==> src/rtl/trian_frame_packer.sv <==
// trian_frame_packer: captures a multi-channel sample vector and streams it as a
// header / data / XOR-checksum frame into a FIFO, dropping samples that arrive mid-frame.
module trian_frame_packer #(
  parameter int BATCHSIZE = 10,
  parameter int BATCHNUM = 32,
  parameter int WORDW = 16,
  parameter logic [3:0] HDR_TAG = 4'hA
) (
  input  logic                          CLK,
  input  logic                          RST,
  input  logic [BATCHSIZE*BATCHNUM-1:0] DIN,
  input  logic                          DIN_VALID,
  input  logic                          WR_READY,
  output logic                          WR_EN,
  output logic [WORDW-1:0]              WR_DATA,
  output logic                          BUSY,
  output logic [15:0]                   FRAME_CNT,
  output logic [15:0]                   DROP_CNT,
  output logic                          OVERRUN
);
  localparam int VW = BATCHSIZE * BATCHNUM;
  localparam int NWORDS = VW / WORDW;
  localparam int IW = $clog2(NWORDS);
  typedef enum logic [1:0] {IDLE, HEADER, DATA, TRAILER} state_t;
  state_t state_q, state_d;
  logic [VW-1:0] shr_q, shr_d;
  logic [IW-1:0] idx_q, idx_d;
  logic [WORDW-1:0] chk_q, chk_d, hold_q, hold_d, word;
  logic [15:0] frame_cnt_q, frame_cnt_d, drop_cnt_q, drop_cnt_d;
  logic overrun_q, overrun_d, adv, capture, drop, last;
  assign adv = (state_q != IDLE) & WR_READY;
  assign capture = DIN_VALID & ((state_q == IDLE) | ((state_q == TRAILER) & adv));
  assign drop = DIN_VALID & ~capture;
  assign last = idx_q == IW'(NWORDS - 1);
  assign word = state_q == HEADER ? {HDR_TAG, frame_cnt_q[11:0]} :
                state_q == DATA ? shr_q[int'(idx_q)*WORDW +: WORDW] : chk_q;
  always_comb begin
    state_d = state_q;
    shr_d = shr_q;
    idx_d = idx_q;
    chk_d = chk_q;
    frame_cnt_d = frame_cnt_q;
    drop_cnt_d = drop_cnt_q;
    overrun_d = overrun_q;
    hold_d = state_q != IDLE ? word : hold_q;
    case (state_q)
      IDLE: state_d = DIN_VALID ? HEADER : IDLE;
      HEADER: state_d = adv ? DATA : HEADER;
      DATA: begin
        if (idx_q > IW'(NWORDS - 1)) state_d = IDLE;
        else if (adv) begin
          chk_d = chk_q ^ word;
          idx_d = last ? '0 : idx_q + 1'b1;
          state_d = last ? TRAILER : DATA;
        end
      end
      TRAILER: begin
        if (adv) begin
          frame_cnt_d = frame_cnt_q + 16'd1;
          state_d = DIN_VALID ? HEADER : IDLE;
        end
      end
      default: state_d = IDLE;
    endcase
    if (capture) begin
      shr_d = DIN;
      chk_d = '0;
      idx_d = '0;
    end
    if (drop) begin
      drop_cnt_d = drop_cnt_q == 16'hFFFF ? drop_cnt_q : drop_cnt_q + 16'd1;
      overrun_d = 1'b1;
    end
  end
  always_ff @(posedge CLK or posedge RST) begin
    if (RST) begin
      state_q <= IDLE;
      shr_q <= '0;
      idx_q <= '0;
      chk_q <= '0;
      hold_q <= '0;
      frame_cnt_q <= '0;
      drop_cnt_q <= '0;
      overrun_q <= 1'b0;
    end else begin
      state_q <= state_d;
      shr_q <= shr_d;
      idx_q <= idx_d;
      chk_q <= chk_d;
      hold_q <= hold_d;
      frame_cnt_q <= frame_cnt_d;
      drop_cnt_q <= drop_cnt_d;
      overrun_q <= overrun_d;
    end
  end
  assign WR_EN = adv;
  assign WR_DATA = state_q == IDLE ? hold_q : word;
  assign BUSY = state_q != IDLE;
  assign FRAME_CNT = frame_cnt_q;
  assign DROP_CNT = drop_cnt_q;
  assign OVERRUN = overrun_q;
endmodule
==> config.mk <==
export PLATFORM = sky130hd
export DESIGN_NAME = trian_frame_packer
export DESIGN_NICKNAME = d
export VERILOG_FILES = /design/src/rtl/trian_frame_packer.sv
export SDC_FILE = /design/constraint.sdc
export NUM_CORES = 1
export LEC_CHECK = 0
export ABC_AREA = 1
export ABC_CLOCK_PERIOD_IN_PS = 16600
export CORE_UTILIZATION = 45
export CTS_BUF_LIST = sky130_fd_sc_hd__clkbuf_8
export DETAILED_ROUTE_END_ITERATION = 6
export GPL_TIMING_DRIVEN = 0
export PLACE_DENSITY = 0.81
export SETUP_SLACK_MARGIN = 0.15
export SLEW_MARGIN = 40
export SYNTH_ARGS = -nofsm -noshare
export SYNTH_HDL_FRONTEND = slang
export SYNTH_SLANG_ARGS = --single-unit
==> constraint.sdc <==
create_clock -name CLK -period 16.6 [get_ports CLK]
set_clock_uncertainty 0.05 [all_clocks]
set_input_delay 3.32 -clock CLK [delete_from_list [all_inputs] [get_ports CLK]]
set_output_delay 3.32 -clock CLK [all_outputs]
set_load 0.01 [all_outputs]
==> qor.yml, run 1 <==
die:
  ioPinCount: 375
  dieArea_um2: 43000
  initial_utilization_pct: 46.1
  die_y_um: 207
  placementRows: 74
  dieWidth_um: 207
  core_area_um2: 41200
setup_path:
  cp_data_arrival_time_ps: 4600
  path_buf_inv: 3
  startpoint_type: "input port"
  critical_path_required_ps: 13230
  path_cells: "clkdlybuf4s50_1 > nand2_2 > inv_2 > clkdlybuf4s50_1"
  rr_worst_depth: 12
  path_common_cell: "clkdlybuf4s50_1"
  cp_max_fo: 4
  critical_path_depth: 4
  cpPeakStageDelay_ps: 580
  path_delay_family: "buffers and inverters"
  critical_path_class: "input port to output port"
  end_kind: "output port"
  crit_slowest_cell: "clkdlybuf4s50_1"
detailed_routing:
  wirelength_mm: 67.4
  dr.pass1.iters: 6
  ant_nets: 0
  drtIter0Drc: 2070
  vias: 18819
  drc: 0
  wl_per_cell_um: 18.9
  viasPerCell: 5.28
global_route:
  grt_use_total_pct: 31.3
  grt_pass1_vias: 18594
  grt_antenna_before_repair: 7
  grt.overflow.total: 0
  grt_pass1_wl_mm: 104
  grt_max_degree: 80
sta:
  fin_setup_tns_ps: 0
  rsz0062_at_grt: "no"
  fin_crit_ps: 7970
  max_freq_ghz: 0.125
  period_share_pct: 48.0
  slew_headroom_pct: 49.9
  hold_ws_ps: 415
  setup_violations: 0
  drv_slew: 0
  worstMarginPinSlew_ps: 748
  hold_viol_final: 0
  setup_slack_ps: 8630
status:
  outcome: "completed"
synth:
  synth_cell_types: 35
  synth_nets: 2860
  synthCells: 2529
  yosys.area.top_type_share_pct: 51.7
  synth_area_um2: 19000
  ys_seq_elements: 392
  avgSynthCellArea_um2: 7.51
  yosysTopAreaCell: "dfrtp_1"
  yosys-top-cells-area: "dfrtp_1, nand2_1, o21ai_0"
  ys_warn_count: 0
  seq_area_frac_synth_pct: 51.7
place:
  gp_congestion: 0.960
  port_buffers: 374
  dp_hpwl_mm: 50.8
  dp_slack_ps: 8630
  placed_area_um2: 23500
pwr:
  p_per_area_nw_per_um2: 188
  power.leakage_nw: 12.5
  ir_drop_uv: 75.9
clock_tree:
  cts_sinks: 392
  cts_buffer_depth: 3
  cts_resized: 0
  clk-insertion-delay-late_ps: 640
  cts_tree: "built"
  clk_pin_slew_ps: 60
  post_cts_buffers: 0
  holdBufCountCts: 0
  cts_root_buf: "clkbuf_8"
  cts_buffers: 69
  htreeDepth: 3
cells_and_area:
  drive_gt1_share_pct: 7.04
  fin_nets: 3310
  fin_area_um2: 24900
  area_growth_pct: 31.2
worst_hold_path:
  hold-path-cell-count: 2
  min_path_type: "flop to flop"
job:
  max-cap-violations: 0
[metrics by stage]
stage	util (%)	instances	total power, mW
global placement	56.8	3435	3.66
floorplan	-	2529	2.91
CTS	60.4	3558	4.64
detailed placement	57.1	3440	3.74
global route	60.5	3564	4.99
finish	60.5	3564	4.68
[cells in the mapped netlist]
library cell  count
nor2_1          108
nand3_2           2
nor2_2            3
nor4_2            1
clkbuf_1         51
xor2_1           20
buf_6             1
or2_2             1
nand2_2           1
dfrtp_1         392
xnor2_1          10
o211ai_1          6
nor3_2            1
o21ai_0         302
ha_1              7
nor4_1            1
nand2_4           1
inv_2             7
inv_4             1
nor3_1            6
o21ai_1          10
a21oi_1          32
nand4_1           9
a31oi_1          14
a221o_1           1
o21ai_4           1
inv_1           280
nor2_4            2
buf_1             3
o22ai_1          14
buf_2            81
nand3_1         137
nand2_1        1015
clkinv_1          1
buf_4             7
[report_power, final]
part	switching (mW)	total, mW	internal [mW]
combinational	1.50	2.23	0.729
clock	0.409	0.885	0.476
sequential	0.174	1.56	1.39
total	2.09	4.68	2.59
[state kept, by name, indices dropped and copies added, names as in the netlist]
signal	count
DROP_CNT	16
FRAME_CNT	16
OVERRUN	1
chk_q	16
hold_q	16
idx_q	5
shr_q	320
state_q	2
[layout make-up]
type	count	area, um2
Timing Repair Buffer	379	3880
Clock inverter	33	180
Sequential cell	392	9810
Inverter	289	1090
Clock buffer	85	1170
Fill cell	3578	16300
Multi-Input combinational cell	1705	7420
Antenna cell	6	15.0
Buffer	143	672
Tap cell	532	666
[worst register-to-register path: stages, from the launching register on]
cell,delay (ps)
dfrtp_1,380
inv_1,90
ha_1,280
inv_2,130
nand2_2,80
inv_2,110
nand2_4,80
inv_2,80
nor2_2,50
nor2_4,340
buf_2,340
clkbuf_1,560
o21ai_0,180
[logic make-up (layout without fill, tap and decap cells)]
group                      count (synthesis)  count (layout)  share of synthesized area [%]
DFF                                      392             392                           51.7
and+or+nand+nor                         1288            1288                           26.9
xor gates and xnor gates                  30              30                           1.38
buffers and inverters                    432             929                           9.26
AOI/OAI and AO/OA                        380             380                           10.4
other                                      0               6                              0
adders and majority gates                  7               7                          0.461
[per-layer routing]
layer / track usage (%) / up-vias / part of all wire (%)
li1: - / 8744 / -
met1: 41.5 / 8858 / 41
met2: 48.6 / 1049 / 45
met3: 6.82 / 166 / 9.7
met4: 15.6 / 2 / 4.4
met5: 0 / - / 0.019
[worst paths after layout]
path | endpoint | slack (ps) | startpoint
max | WR_EN | 8630 | WR_READY
min | shr_q[30] | 420 | shr_q[30]
max reg2reg | shr_q[253] | 13660 | state_q[0]
min reg2reg | shr_q[30] | 420 | shr_q[30]
max in group asynchronous | shr_q[232] | 12050 | RST
min in group asynchronous | shr_q[314] | 2980 | RST
[layout by cell type, fill, tap and decap left out, types with 7 or more instances in the layout]
cell	Yosys	final
xnor2_1	10	10
clkbuf_1	51	51
nor2_1	108	108
xor2_1	20	20
o21ai_0	302	302
ha_1	7	7
nand3_1	137	137
clkbuf_8	0	85
nand2_1	1015	1015
inv_2	7	7
o21ai_1	10	10
buf_4	7	7
a21oi_1	32	32
clkdlybuf4s50_1	0	374
nand4_1	9	9
inv_1	280	300
a31oi_1	14	14
o22ai_1	14	14
dfrtp_1	392	392
buf_2	81	81
(Power assumes the default switching activity.)
==> run 2, diff against run 1 <==
Settings changed: ABC_CLOCK_PERIOD_IN_PS 16600 to 6600, PLACE_DENSITY 0.81 to 0.84.
Clock period 16.6 ns to 6.6 ns, I/O delays scaled along.
==> qor.yml, run 2 (same netlist as run 1, synthesis figures left out) <==
status:
  outcome: "completed"
detailed_routing:
  viasPerCell: 5.34
  drtIter0Drc: 1889
  ant_nets: 0
  dr.pass1.iters: 6
  vias: 19020
  wirelength_mm: 67.8
  drc: 0
  wl_per_cell_um: 19.0
global_route:
  grt_max_degree: 28
  grt_use_total_pct: 31.5
  grt_pass1_vias: 19196
  grt.overflow.total: 0
  grt_pass1_wl_mm: 105
  grt_antenna_before_repair: 3
sta:
  rsz0062_at_grt: "no"
  hold_viol_final: 0
  worstMarginPinSlew_ps: 673
  period_share_pct: 74.2
  setup_violations: 0
  slew_headroom_pct: 55.1
  fin_crit_ps: 4900
  max_freq_ghz: 0.204
  drv_slew: 0
die:
  initial_utilization_pct: 46.1
  placementRows: 74
  die_y_um: 207
  core_area_um2: 41200
  ioPinCount: 375
  dieWidth_um: 207
  dieArea_um2: 43000
setup_path:
  r2r_slack_ps: 3650
  path_common_cell: "nand2_1"
  path_delay_family: "buffers and inverters"
  path_cells: "inv_2 > clkbuf_1 > o21ai_0 > o22ai_1 > nand2_1 > nand2_1 > inv_1 > nand2_1 > nand2_1 > a31oi_1 > clkdlybuf4s50_1"
  cp_max_fo: 10
  crit_slowest_cell: "clkdlybuf4s50_1"
  critical_path_required_ps: 5230
  startpoint_type: "flop"
  path_buf_inv: 4
  end_kind: "output port"
  cp_data_arrival_time_ps: 3530
  critical_path_class: "flop to output port"
  cpPeakStageDelay_ps: 610
  rr_worst_depth: 12
  critical_path_depth: 11
pwr:
  power.leakage_nw: 12.6
  power_frac_seq_pct: 33.6
  total_power_mw: 11.7
  p_per_area_nw_per_um2: 468
  p_switching_mw: 5.21
  combPwrFrac_pct: 48.1
  power.internal_mw: 6.52
  ir_drop_uv: 194
  p_clk_share_pct: 18.3
  p_sw_share_pct: 44.4
cells_and_area:
  area_growth_pct: 32.0
  fin_nets: 3320
  fillers: 3593
  fin_cells: 3562
  layout_common_cells: "nand2_1, dfrtp_1, clkdlybuf4s50_1, o21ai_0, inv_1"
  top_register: "shr_q"
  final_common_cell: "nand2_1"
  fin_area_um2: 25100
  largest_reg_flops: 320
  fin_util_pct: 60.8
  drive_gt1_share_pct: 7.17
place:
  placed_area_um2: 23800
  dp_hpwl_mm: 52.2
  port_buffers: 374
  dp_cells: 3452
  gp_congestion: 0.938
worst_hold_path:
  min_path_type: "flop to flop"
  hold-path-cell-count: 2
clock_tree:
  cts_root_buf: "clkbuf_8"
  htreeDepth: 3
  cts_resized: 0
  holdBufCountCts: 0
  clk_pin_slew_ps: 70
  cts_sinks: 392
  clk-insertion-delay-late_ps: 630
  post_cts_buffers: 0
  cts_tree: "built"
  cts_buffer_depth: 3
  cts_buffers: 67
job:
  max-cap-violations: 0
-- run 2: worst reg2reg max path: cells and delay by family (launching register included) --
family | cells | cell delay, ps
fa+ha+maj | 1 | 280
simple gates | 4 | 580
buf+inv | 6 | 1340
compound gates | 1 | 200
flops | 1 | 390
-- run 2: path summary, 6_finish.rpt --
kind	startpoint	endpoint
min	shr_q[288]	shr_q[288]
min reg2reg	shr_q[288]	shr_q[288]
max	idx_q[1]	WR_DATA[7]
max in group asynchronous	RST	DROP_CNT[1]
max reg2reg	state_q[0]	shr_q[131]
min in group asynchronous	RST	shr_q[148]
-- run 2: area by class of cell --
| class | instances | area (um2) | share of cell area [%] |
|---|---|---|---|
| tap | 532 | 666 | 2.66 |
| inverter | 289 | 1090 | 4.35 |
| clock inverter | 19 | 72.6 | 0.289 |
| timing repair buffer | 391 | 4120 | 16.4 |
| buffer | 143 | 672 | 2.68 |
| clock buffer | 88 | 1210 | 4.83 |
| multi-input combinational | 1705 | 7420 | 29.6 |
| antenna | 3 | 7.51 | 0.0299 |
| sequential | 392 | 9810 | 39.1 |
-- run 2: per-stage QoR --
stage	hold slack [ps]	setup TNS, ps	setup slack, ps
after detailed placement	403	0	2450
after CTS	418	0	1770
after global routing	431	0	1520
final	419	0	1700
after floorplan	387	-17200	-43.9
after global placement	399	-939650	-2440
-- run 2: power by group through the flow --
| stage | registers (mW) | logic (mW) | clock network (mW) |
|---|---|---|---|
| 5_1_grt | 4.03 | 6.19 | 2.28 |
| 3_3_place_gp | 3.92 | 5.32 | 0 |
| 4_1_cts | 3.92 | 5.55 | 2.17 |
| 6_report | 3.94 | 5.64 | 2.15 |
| 2_1_floorplan | 3.85 | 3.46 | 0 |
| 3_5_place_dp | 3.95 | 5.51 | 0 |
-- run 2: metal layers --
metal / track usage, % / share of wire [%]
met5: 0 / 0
met4: 17.9 / 5.4
met3: 5.72 / 8.4
met2: 49.0 / 45
met1: 41.6 / 41
==> run 3, diff against run 2 <==
Settings changed: ABC_CLOCK_PERIOD_IN_PS 6600 to 4000.
Clock period 6.6 ns to 4 ns, I/O delays scaled along.
==> qor.yml, run 3 (same netlist as run 1, synthesis figures left out) <==
cells_and_area:
  final_common_cell: "nand2_1"
  top_register: "shr_q"
  area_growth_pct: 33.1
  largest_reg_flops: 320
  drive_gt1_share_pct: 8.41
  fin_area_um2: 25300
  fin_util_pct: 61.3
  layout_common_cells: "nand2_1, dfrtp_1, clkdlybuf4s50_1, inv_1, o21ai_0"
  fin_nets: 3324
clock_tree:
  clk_pin_slew_ps: 70
  clk-insertion-delay-late_ps: 630
  cts_buffer_depth: 3
  cts_buffers: 67
  cts_sinks: 392
  htreeDepth: 3
  cts_root_buf: "clkbuf_8"
  holdBufCountCts: 0
  cts_tree: "built"
place:
  placed_area_um2: 23800
  gp_congestion: 0.938
  dp_hpwl_mm: 52.2
  dp_slack_ps: 368
  port_buffers: 374
detailed_routing:
  viasPerCell: 5.33
  dr.pass1.iters: 6
  ant_nets: 0
  drc: 0
  wl_per_cell_um: 19.0
  wirelength_mm: 67.8
  drtIter0Drc: 1926
  vias: 19011
pwr:
  total_power_mw: 19.5
  ir_drop_uv: 323
  power.leakage_nw: 12.8
  p_per_area_nw_per_um2: 772
sta:
  setup_slack_ps: 230
  setup_violations: 0
  rsz0062_at_grt: "no"
  worstMarginPinSlew_ps: 657
  period_share_pct: 94.3
  hold_viol_final: 0
  slew_headroom_pct: 56.2
  fin_crit_ps: 3770
  fin_setup_tns_ps: 0
  max_freq_ghz: 0.265
  drv_slew: 0
setup_path:
  critical_path_class: "flop to output port"
  startpoint_type: "flop"
  crit_slowest_cell: "dfrtp_2"
  path_cells: "buf_8 > buf_6 > buf_6 > a21oi_1 > o21ai_0 > o21ai_1 > nand2_1 > nand2_1 > o21ai_0 > nand2_1 > nand3_1 > nand2_1 > dlygate4sd2_1"
  cpPeakStageDelay_ps: 410
  critical_path_required_ps: 3150
  path_common_cell: "nand2_1"
  path_buf_inv: 4
  cp_data_arrival_time_ps: 2920
  cp_max_fo: 10
  end_kind: "output port"
  path_delay_family: "buffers and inverters"
status:
  outcome: "completed"
die:
  initial_utilization_pct: 46.1
  die_y_um: 207
  core_area_um2: 41200
  placementRows: 74
  dieArea_um2: 43000
  dieWidth_um: 207
  ioPinCount: 375
global_route:
  grt_max_degree: 28
  grt_use_total_pct: 31.6
  grt.overflow.total: 0
  grt_antenna_before_repair: 2
  grt_pass1_vias: 19252
  grt_pass1_wl_mm: 105
job:
  max-cap-violations: 0
worst_hold_path:
  min_path_type: "flop to flop"
## run 3: layer usage
metal / routed length [um] / vias up / part of all wire [%] / GRT usage [%]
li1: - / 8750 / - / -
met1: 27800 / 9003 / 41 / 41.6
met2: 30700 / 1052 / 45 / 49.0
met3: 5850 / 206 / 8.6 / 5.85
met4: 3520 / 0 / 5.2 / 18.0
met5: 0 / - / 0 / 0
## run 3: area by class of cell
type,count,area (um2)
fillers,3578,15900
flip-flops and latches,392,9810
repair buffers,395,4150
multi-input cells,1705,7490
inverters,289,1090
clock inverters,19,72.6
clock buffers,88,1210
well taps,532,666
plain buffers,143,776
diodes,2,5.00
## run 3: worst paths after layout
check	from	endpoint	slack, ps	cells past startpoint
max	idx_q[0]	WR_DATA[14]	230	13
min	shr_q[289]	shr_q[289]	420	2
max reg2reg	state_q[0]	shr_q[131]	1040	12
min reg2reg	shr_q[289]	shr_q[289]	420	2
max in group asynchronous	RST	hold_q[7]	1980	8
min in group asynchronous	RST	shr_q[148]	440	2
## run 3: worst reg2reg max path, cell delays in order (launching register included)
cell and delay, ps:
dfrtp_1 390, inv_1 100, ha_1 280, inv_2 130, nand2_2 80, inv_2 100, nand2_4 80, inv_2 100
nor2_2 60, nor2_4 350, buf_2 370, clkbuf_1 550, o21ai_0 200
## run 3: power breakdown
group	internal [mW]	switching [mW]	total (mW)
clock network	1.94	1.60	3.54
registers	5.77	0.738	6.51
logic	3.15	6.31	9.46
total	10.9	8.65	19.5
## run 3: stage by stage
stage | cells | hold slack [ps]
floorplan | 2529 | 387
finish | 3565 | 418
global placement | 3435 | 399
global route | 3565 | 431
CTS | 3559 | 418
detailed placement | 3452 | 403
## run 3: timing repair
item / CTS / global route
hold endpoints to repair: 0 / 0
resized for setup: 74 / 14
endpoints found under the setup margin: 16 / 7
pin swaps: 0 / 3
setup buffers: 0 / 4
